## src/rtl/wgt_i2c_xfer_if.sv

```systemverilog
// Source-read / destination-write bus of the weight img2col unit.
// master = transfer unit, slave = BRAM side.
interface wgt_i2c_xfer_if #(
  parameter int DATA_WID = 16,
  parameter int LANES    = 8,
  parameter int ADDR_WID = 10
);
  logic                      rd_en;
  logic [ADDR_WID-1:0]       rd_addr;
  logic [DATA_WID*LANES-1:0] rd_data;
  logic                      wr_en;
  logic [ADDR_WID-1:0]       wr_addr;
  logic [DATA_WID*LANES-1:0] wr_data;

  modport master (
    output rd_en,
    output rd_addr,
    input  rd_data,
    output wr_en,
    output wr_addr,
    output wr_data
  );

  modport slave (
    input  rd_en,
    input  rd_addr,
    output rd_data,
    input  wr_en,
    input  wr_addr,
    input  wr_data
  );
endinterface

```

## src/rtl/wgt_i2c_xfer.sv

```systemverilog
// Weight img2col transfer: streams kernel words from source BRAM
// into the cube weight buffer in (pixel, group) x kernel order.
module wgt_i2c_xfer #(
  parameter int DATA_WID = 16,
  parameter int LANES    = 8,
  parameter int ADDR_WID = 10,
  parameter int RD_LAT   = 2
) (
  input  logic                clock,
  input  logic                rst_n,
  input  logic                start,
  input  logic                abort,
  input  logic [2:0]          kernel_size,
  input  logic [4:0]          ch_groups,
  input  logic [4:0]          num_kernels,
  input  logic [3:0]          valid_num,
  input  logic [ADDR_WID-1:0] src_base,
  input  logic [ADDR_WID-1:0] dst_base,
  output logic                ready,
  output logic                done,
  output logic                cfg_err,
  wgt_i2c_xfer_if.master      bus
);
  localparam int W = DATA_WID * LANES;
  localparam logic [RD_LAT-1:0] TAIL =
    RD_LAT'(1) << (RD_LAT - 1);

  typedef enum logic [1:0] {
    IDLE, LOAD, ISSUE, DRAIN
  } state_t;

  state_t state;

  logic [2:0]          ks_q;
  logic [4:0]          g_q;
  logic [4:0]          n_q;
  logic [3:0]          vn_q;
  logic [ADDR_WID-1:0] sb_q;
  logic [ADDR_WID-1:0] db_q;

  logic [5:0]  p_c;
  logic [4:0]  g_c;
  logic [4:0]  k_c;
  logic [13:0] d_off;
  logic [13:0] gk_off;

  logic                rd_en_q;
  logic [ADDR_WID-1:0] rd_addr_q;
  logic [ADDR_WID-1:0] d_cur;
  logic                lg_cur;

  logic [RD_LAT-1:0]   vld;
  logic [RD_LAT-1:0]   lgp;
  logic [ADDR_WID-1:0] dpipe [RD_LAT];
  logic [W-1:0]        hold;
  logic [W-1:0]        masked;

  logic [5:0]  kk;
  logic [8:0]  gn;
  logic        cfg_ok;
  logic        p_last;
  logic        g_last;
  logic        k_last;
  logic [5:0]  p_n;
  logic [4:0]  g_n;
  logic [4:0]  k_n;
  logic [13:0] gk_n;
  logic [13:0] doff_n;
  int          vn_i;

  assign kk = 6'(ks_q) * 6'(ks_q);
  assign gn = 9'(g_q) * 9'(n_q);

  // Odd 3-bit sizes are exactly {1,3,5,7}.
  assign cfg_ok = ks_q[0]
                  && (g_q != 5'd0) && (g_q <= 5'd16)
                  && (n_q != 5'd0) && (n_q <= 5'd16);

  assign p_last = (p_c == kk - 6'd1);
  assign g_last = (g_c == g_q - 5'd1);
  assign k_last = (k_c == n_q - 5'd1);

  // Source offset is linear in issue order; destination
  // offset is stepped: +G*N per pixel, reset to g*N+k on wrap.
  always_comb begin
    p_n    = p_c + 6'd1;
    g_n    = g_c;
    k_n    = k_c;
    gk_n   = gk_off;
    doff_n = d_off + 14'(gn);
    if (p_last) begin
      p_n = 6'd0;
      if (g_last) begin
        g_n  = 5'd0;
        k_n  = k_c + 5'd1;
        gk_n = 14'(k_c) + 14'd1;
      end else begin
        g_n  = g_c + 5'd1;
        gk_n = gk_off + 14'(n_q);
      end
      doff_n = gk_n;
    end
  end

  always_comb begin
    vn_i   = (vn_q == 4'd0) ? LANES : int'(vn_q);
    masked = bus.rd_data;
    for (int i = 0; i < LANES; i++) begin
      if (lgp[RD_LAT-1] && (i >= vn_i)) begin
        masked[i*DATA_WID +: DATA_WID] = '0;
      end
    end
  end

  assign bus.rd_en   = rd_en_q;
  assign bus.rd_addr = rd_addr_q;
  assign bus.wr_en   = vld[RD_LAT-1];
  assign bus.wr_addr = dpipe[RD_LAT-1];
  assign bus.wr_data = vld[RD_LAT-1] ? masked : hold;

  always_ff @(posedge clock or negedge rst_n) begin
    if (!rst_n) begin
      state     <= IDLE;
      ready     <= 1'b1;
      done      <= 1'b0;
      cfg_err   <= 1'b0;
      ks_q      <= '0;
      g_q       <= '0;
      n_q       <= '0;
      vn_q      <= '0;
      sb_q      <= '0;
      db_q      <= '0;
      p_c       <= '0;
      g_c       <= '0;
      k_c       <= '0;
      d_off     <= '0;
      gk_off    <= '0;
      rd_en_q   <= 1'b0;
      rd_addr_q <= '0;
      d_cur     <= '0;
      lg_cur    <= 1'b0;
      vld       <= '0;
      lgp       <= '0;
      hold      <= '0;
      for (int i = 0; i < RD_LAT; i++) begin
        dpipe[i] <= '0;
      end
    end else begin
      done    <= 1'b0;
      cfg_err <= 1'b0;

      for (int i = RD_LAT - 1; i > 0; i--) begin
        vld[i]   <= vld[i-1];
        lgp[i]   <= lgp[i-1];
        dpipe[i] <= dpipe[i-1];
      end
      vld[0]   <= rd_en_q;
      lgp[0]   <= lg_cur;
      dpipe[0] <= d_cur;

      if (vld[RD_LAT-1]) begin
        hold <= masked;
      end

      if (abort && (state != IDLE)) begin
        state   <= IDLE;
        ready   <= 1'b1;
        rd_en_q <= 1'b0;
        vld     <= '0;
      end else begin
        unique case (state)
          IDLE: begin
            // The done cycle shows ready=1 but a job just ended.
            if (start && !done) begin
              ks_q  <= kernel_size;
              g_q   <= ch_groups;
              n_q   <= num_kernels;
              vn_q  <= valid_num;
              sb_q  <= src_base;
              db_q  <= dst_base;
              ready <= 1'b0;
              state <= LOAD;
            end
          end
          LOAD: begin
            if (!cfg_ok) begin
              cfg_err <= 1'b1;
              ready   <= 1'b1;
              state   <= IDLE;
            end else begin
              rd_en_q   <= 1'b1;
              rd_addr_q <= sb_q;
              p_c       <= '0;
              g_c       <= '0;
              k_c       <= '0;
              d_off     <= '0;
              gk_off    <= '0;
              d_cur     <= db_q;
              lg_cur    <= (g_q == 5'd1);
              state     <= ISSUE;
            end
          end
          ISSUE: begin
            if (p_last && g_last && k_last) begin
              rd_en_q <= 1'b0;
              state   <= DRAIN;
            end else begin
              rd_addr_q <= rd_addr_q + 1'b1;
              p_c       <= p_n;
              g_c       <= g_n;
              k_c       <= k_n;
              d_off     <= doff_n;
              gk_off    <= gk_n;
              d_cur     <= db_q + ADDR_WID'(doff_n);
              lg_cur    <= (g_n == g_q - 5'd1);
            end
          end
          DRAIN: begin
            if (vld == TAIL) begin
              done  <= 1'b1;
              ready <= 1'b1;
              state <= IDLE;
            end
          end
          default: state <= IDLE;
        endcase
      end
    end
  end
endmodule

```

## src/flat_wrapper.sv

```systemverilog
// flat-port wrapper written by rule: the top's interface ports become plain ports
module wgt_i2c_xfer_flat 
#(
  parameter int DATA_WID = 16,
  parameter int LANES    = 8,
  parameter int ADDR_WID = 10,
  parameter int RD_LAT   = 2
)
  (clock, rst_n, start, abort, kernel_size, ch_groups, num_kernels, valid_num, src_base, dst_base, ready, done, cfg_err, bus_rd_en, bus_rd_addr, bus_rd_data, bus_wr_en, bus_wr_addr, bus_wr_data);
  wgt_i2c_xfer_if #(.DATA_WID(DATA_WID), .LANES(LANES), .ADDR_WID(ADDR_WID)) bus_i ();
  input  logic clock;
  input  logic rst_n;
  input  logic start;
  input  logic abort;
  input  logic [2:0] kernel_size;
  input  logic [4:0] ch_groups;
  input  logic [4:0] num_kernels;
  input  logic [3:0] valid_num;
  input  logic [ADDR_WID-1:0] src_base;
  input  logic [ADDR_WID-1:0] dst_base;
  output logic ready;
  output logic done;
  output logic cfg_err;
  output wire logic [$bits(bus_i.rd_en)-1:0] bus_rd_en;
  output wire logic [$bits(bus_i.rd_addr)-1:0] bus_rd_addr;
  input wire logic [$bits(bus_i.rd_data)-1:0] bus_rd_data;
  output wire logic [$bits(bus_i.wr_en)-1:0] bus_wr_en;
  output wire logic [$bits(bus_i.wr_addr)-1:0] bus_wr_addr;
  output wire logic [$bits(bus_i.wr_data)-1:0] bus_wr_data;
  assign bus_rd_en = bus_i.rd_en;
  assign bus_rd_addr = bus_i.rd_addr;
  assign bus_i.rd_data = bus_rd_data;
  assign bus_wr_en = bus_i.wr_en;
  assign bus_wr_addr = bus_i.wr_addr;
  assign bus_wr_data = bus_i.wr_data;
  wgt_i2c_xfer #(.DATA_WID(DATA_WID), .LANES(LANES), .ADDR_WID(ADDR_WID), .RD_LAT(RD_LAT)) u_core (.clock(clock), .rst_n(rst_n), .start(start), .abort(abort), .kernel_size(kernel_size), .ch_groups(ch_groups), .num_kernels(num_kernels), .valid_num(valid_num), .src_base(src_base), .dst_base(dst_base), .ready(ready), .done(done), .cfg_err(cfg_err), .bus(bus_i));
endmodule
```

## config.mk

```make
export PLATFORM = sky130hd
export DESIGN_NAME = wgt_i2c_xfer_flat
export DESIGN_NICKNAME = d
export VERILOG_FILES = /design/src/rtl/wgt_i2c_xfer_if.sv /design/src/rtl/wgt_i2c_xfer.sv /design/src/flat_wrapper.sv
export SDC_FILE = /design/constraint.sdc
export NUM_CORES = 1
export LEC_CHECK = 0
export BUFFER_PORTS_ARGS = -buffer_cell sky130_fd_sc_hd__clkbuf_2
export CORE_MARGIN = 5
export CORE_UTILIZATION = 58
export DETAILED_ROUTE_END_ITERATION = 10
export PLACE_DENSITY = 0.93
export SLEW_MARGIN = 20
export SYNTH_ARGS = -nofsm -noshare
export SYNTH_HDL_FRONTEND = slang
export SYNTH_SLANG_ARGS = --single-unit
```

## constraint.sdc

```tcl
create_clock -name clock -period 10.5 [get_ports clock]
set_input_delay 2.1 -clock clock [delete_from_list [all_inputs] [get_ports clock]]
set_output_delay 2.1 -clock clock [all_outputs]
set_load 0.02 [all_outputs]
```

==> impl_metrics.toml <==
[global_routing]
grt_pass1_vias = 11271
grt-ovfl-total = 0
grt_use_total_pct = 29.8
grt_start_max_net_pins = 97
grt_pass1_wl_um = 59400
antenna_found_initial = 5

[worst_setup_path]
cp-startpoint = "u_core.g_q[0]"
required_ns = 10.91
arrival_ns = 6.11
ff2ff_setup_slack_ns = 4.81
cp_max_fo = 10
cp-end-kind = "register"
reg2reg_from = "u_core.g_q[0]"
reg2reg_to = "u_core.d_cur[9]"
cp-start-kind = "register"
endpoint = "u_core.d_cur[9]"
critPathSlowestCell = "or4_1"
cp_cell_sequence = "nand2_1, fa_1, fa_1, fa_1, inv_1, ha_1, xor2_1, ha_1, nand3_1, o2111ai_1, xor2_1, nor2_1, nor2_1, ha_1, or4_1, a31o_2, a21oi_1, xor2_1, a21o_1, nand3_1"
slowest_delay_ns = 0.56
crit_family = "adder cells"
crit_cells = 20
r2r_cells = 20
crit_type = "register to register"
critPathBufInv = 1

[timing]
worstMarginPinSlew_ns = 0.982
rsz0062_at_grt = "false"
report.final.setup_viol = 0
fin_skew_ns = 0.0197
slew_violations = 0
min_period_ns = 5.69
hold_viol = 0
max_freq_ghz = 0.176
slew_headroom_pct = 34.3
post-route-period-util_pct = 54.2
fin_tns_setup_ns = 0

[route]
wl_um = 38100
wire_per_inst_um = 20.0
num_vias = 11060
viasPerCell = 5.79
ant_nets = 0
drcViolationCount = 0
drtIter0Drc = 1069
drt_first_pass_iters = 6

[logic_synthesis]
synth_nets = 1544
synth_ff_type = "dfrtp_1"
ys_warn_count = 0
ys_ff_latch = 252
avgSynthCellArea_um2 = 9.77
syn-cell-area_um2 = 12800
synth_edf_count = 0
netlist_instances = 1310
ys_async_sr_fraction_pct = 100
ys_seq_area_share_pct = 49.3
synth.distinct_cells = 67

[cts]
clock_latency_ns = 0.55
numCtsBuffers = 28
clock-sinks = 252
clk_pin_slew_ns = 0.06
cts_resized = 0
htree_levels = 1
cts_buffer_depth = 3
clk_root_buffer_cell = "clkbuf_16"
cts_hold_buf = 0
cts_tree = "done"
post-cts-setup-buffers = 0

[run]
max_cap_viol_count = 0

[status]
status = "finished, final reports clean"

[placed_design]
gp_congestion = 0.930
dp.cells = 1853
port_buffers = 321
dp_hpwl_um = 27100

[final_layout]
final_common_cell = "clkbuf_2"
regArea_um2 = 6310
area_delta_synth_final_pct = 21.4
multiInputGateArea_um2 = 5610
nets = 1837
final_cell_mix = "clkbuf_2, dfrtp_1, nand2_1, o21ai_0, inv_1"
fillers = 1457
drive_gt1_share_pct = 27.9
instances_no_fill = 1909

[floorplan]
die_width_um = 159
fp.dieArea_um2 = 25100
core_area_um2 = 21800
io_pins = 322
rows = 54
die_h_um = 159
start_util_pct = 58.8

[worst_hold_path]
min_path_cells = 0
hold_path.class = "register to register"
## flip-flops by register name, indices dropped and copies added, names as in the netlist, 3 cells and up
signal,flops
u_core.hold,128
u_core.bus.rd_addr,10
u_core.bus.wr_addr,10
u_core.d_cur,10
u_core.d_off,10
u_core.db_q,10
u_core.dpipe,10
u_core.gk_off,10
u_core.sb_q,10
u_core.p_c,6
u_core.g_c,5
u_core.g_q,5
u_core.k_c,5
u_core.n_q,5
u_core.vn_q,4
u_core.ks_q,3
## area by class of cell
cell class	instances	area share [%]
clock inverter	9	1.01
multi-input combinational	838	36.1
clock buffer	41	5.27
tap	280	2.25
sequential	252	40.6
antenna	6	0.0966
inverter	148	3.57
timing repair buffer	335	11.1
## logic make-up (layout without fill, tap and decap cells)
family | count (synthesis) | after routing | synth area share [%]
fa+ha+maj | 65 | 65 | 7.00
other cells | 0 | 6 | 0
simple gates | 350 | 350 | 12.7
flops | 252 | 252 | 49.3
compound gates | 300 | 300 | 14.1
xor+xnor | 54 | 54 | 3.97
mux | 69 | 69 | 5.94
buf+inv | 220 | 533 | 7.07
## worst min-delay path by stage
stage                      from                    end  slack, ns
3_5_place_dp   u_core.dpipe[16]  u_core.bus.wr_addr[6]       0.33
2_1_floorplan  u_core.dpipe[10]  u_core.bus.wr_addr[0]       0.33
3_3_place_gp   u_core.dpipe[11]  u_core.bus.wr_addr[1]       0.33
5_1_grt        u_core.dpipe[12]  u_core.bus.wr_addr[2]       0.36
6_report       u_core.dpipe[15]  u_core.bus.wr_addr[5]       0.35
4_1_cts        u_core.dpipe[15]  u_core.bus.wr_addr[5]       0.35
## layer usage
layer  global-route usage (%)  routed length, um  vias to the layer above
met2                     50.1              18400                      623
met1                     34.3              13100                     5224
li1                         -                  -                     5012
met5                        0                  0                        -
met3                     6.93               3520                      201
met4                     19.3               3160                        0
## synthesized netlist by cell type, types with 6 or more instances
cell type,number,area share [%]
fa_1,11,1.7
nor2_1,41,1.2
a31o_2,7,0.48
xnor2_1,34,2.3
a21oi_1,47,1.8
buf_4,12,0.70
a22o_1,10,0.68
o31ai_1,6,0.35
nor3_1,19,0.74
mux2_2,54,4.8
nor4_1,8,0.39
ha_1,54,5.3
buf_2,9,0.35
o22ai_1,13,0.64
and3_1,14,0.68
inv_1,148,4.3
nand4_1,8,0.39
a21o_1,10,0.59
clkbuf_1,47,1.4
xor2_1,17,1.2
dfrtp_1,251,49
nand3_1,23,0.90
o21ai_0,152,5.9
nand2_1,186,5.5
nor3b_1,6,0.35
nand2b_1,7,0.34
o31a_1,6,0.41
mux2i_1,14,1.1
and2_1,17,0.83
## metrics by stage
step           utilization (%)  hold WS [ns]  setup slack, ns  instance area (um2)
2_1_floorplan                -         0.331             5.26                12800
3_3_place_gp              66.8         0.334             5.04                14500
3_5_place_dp              66.8         0.335             4.87                14500
4_1_cts                   71.3         0.348             4.83                15500
5_1_grt                   71.4         0.361             4.41                15500
6_report                  71.4         0.347             4.81                15500
Power is left out: the tool's default activity adds up to more than one toggle a clock period on the data nets, which glitch-free logic cannot reach.
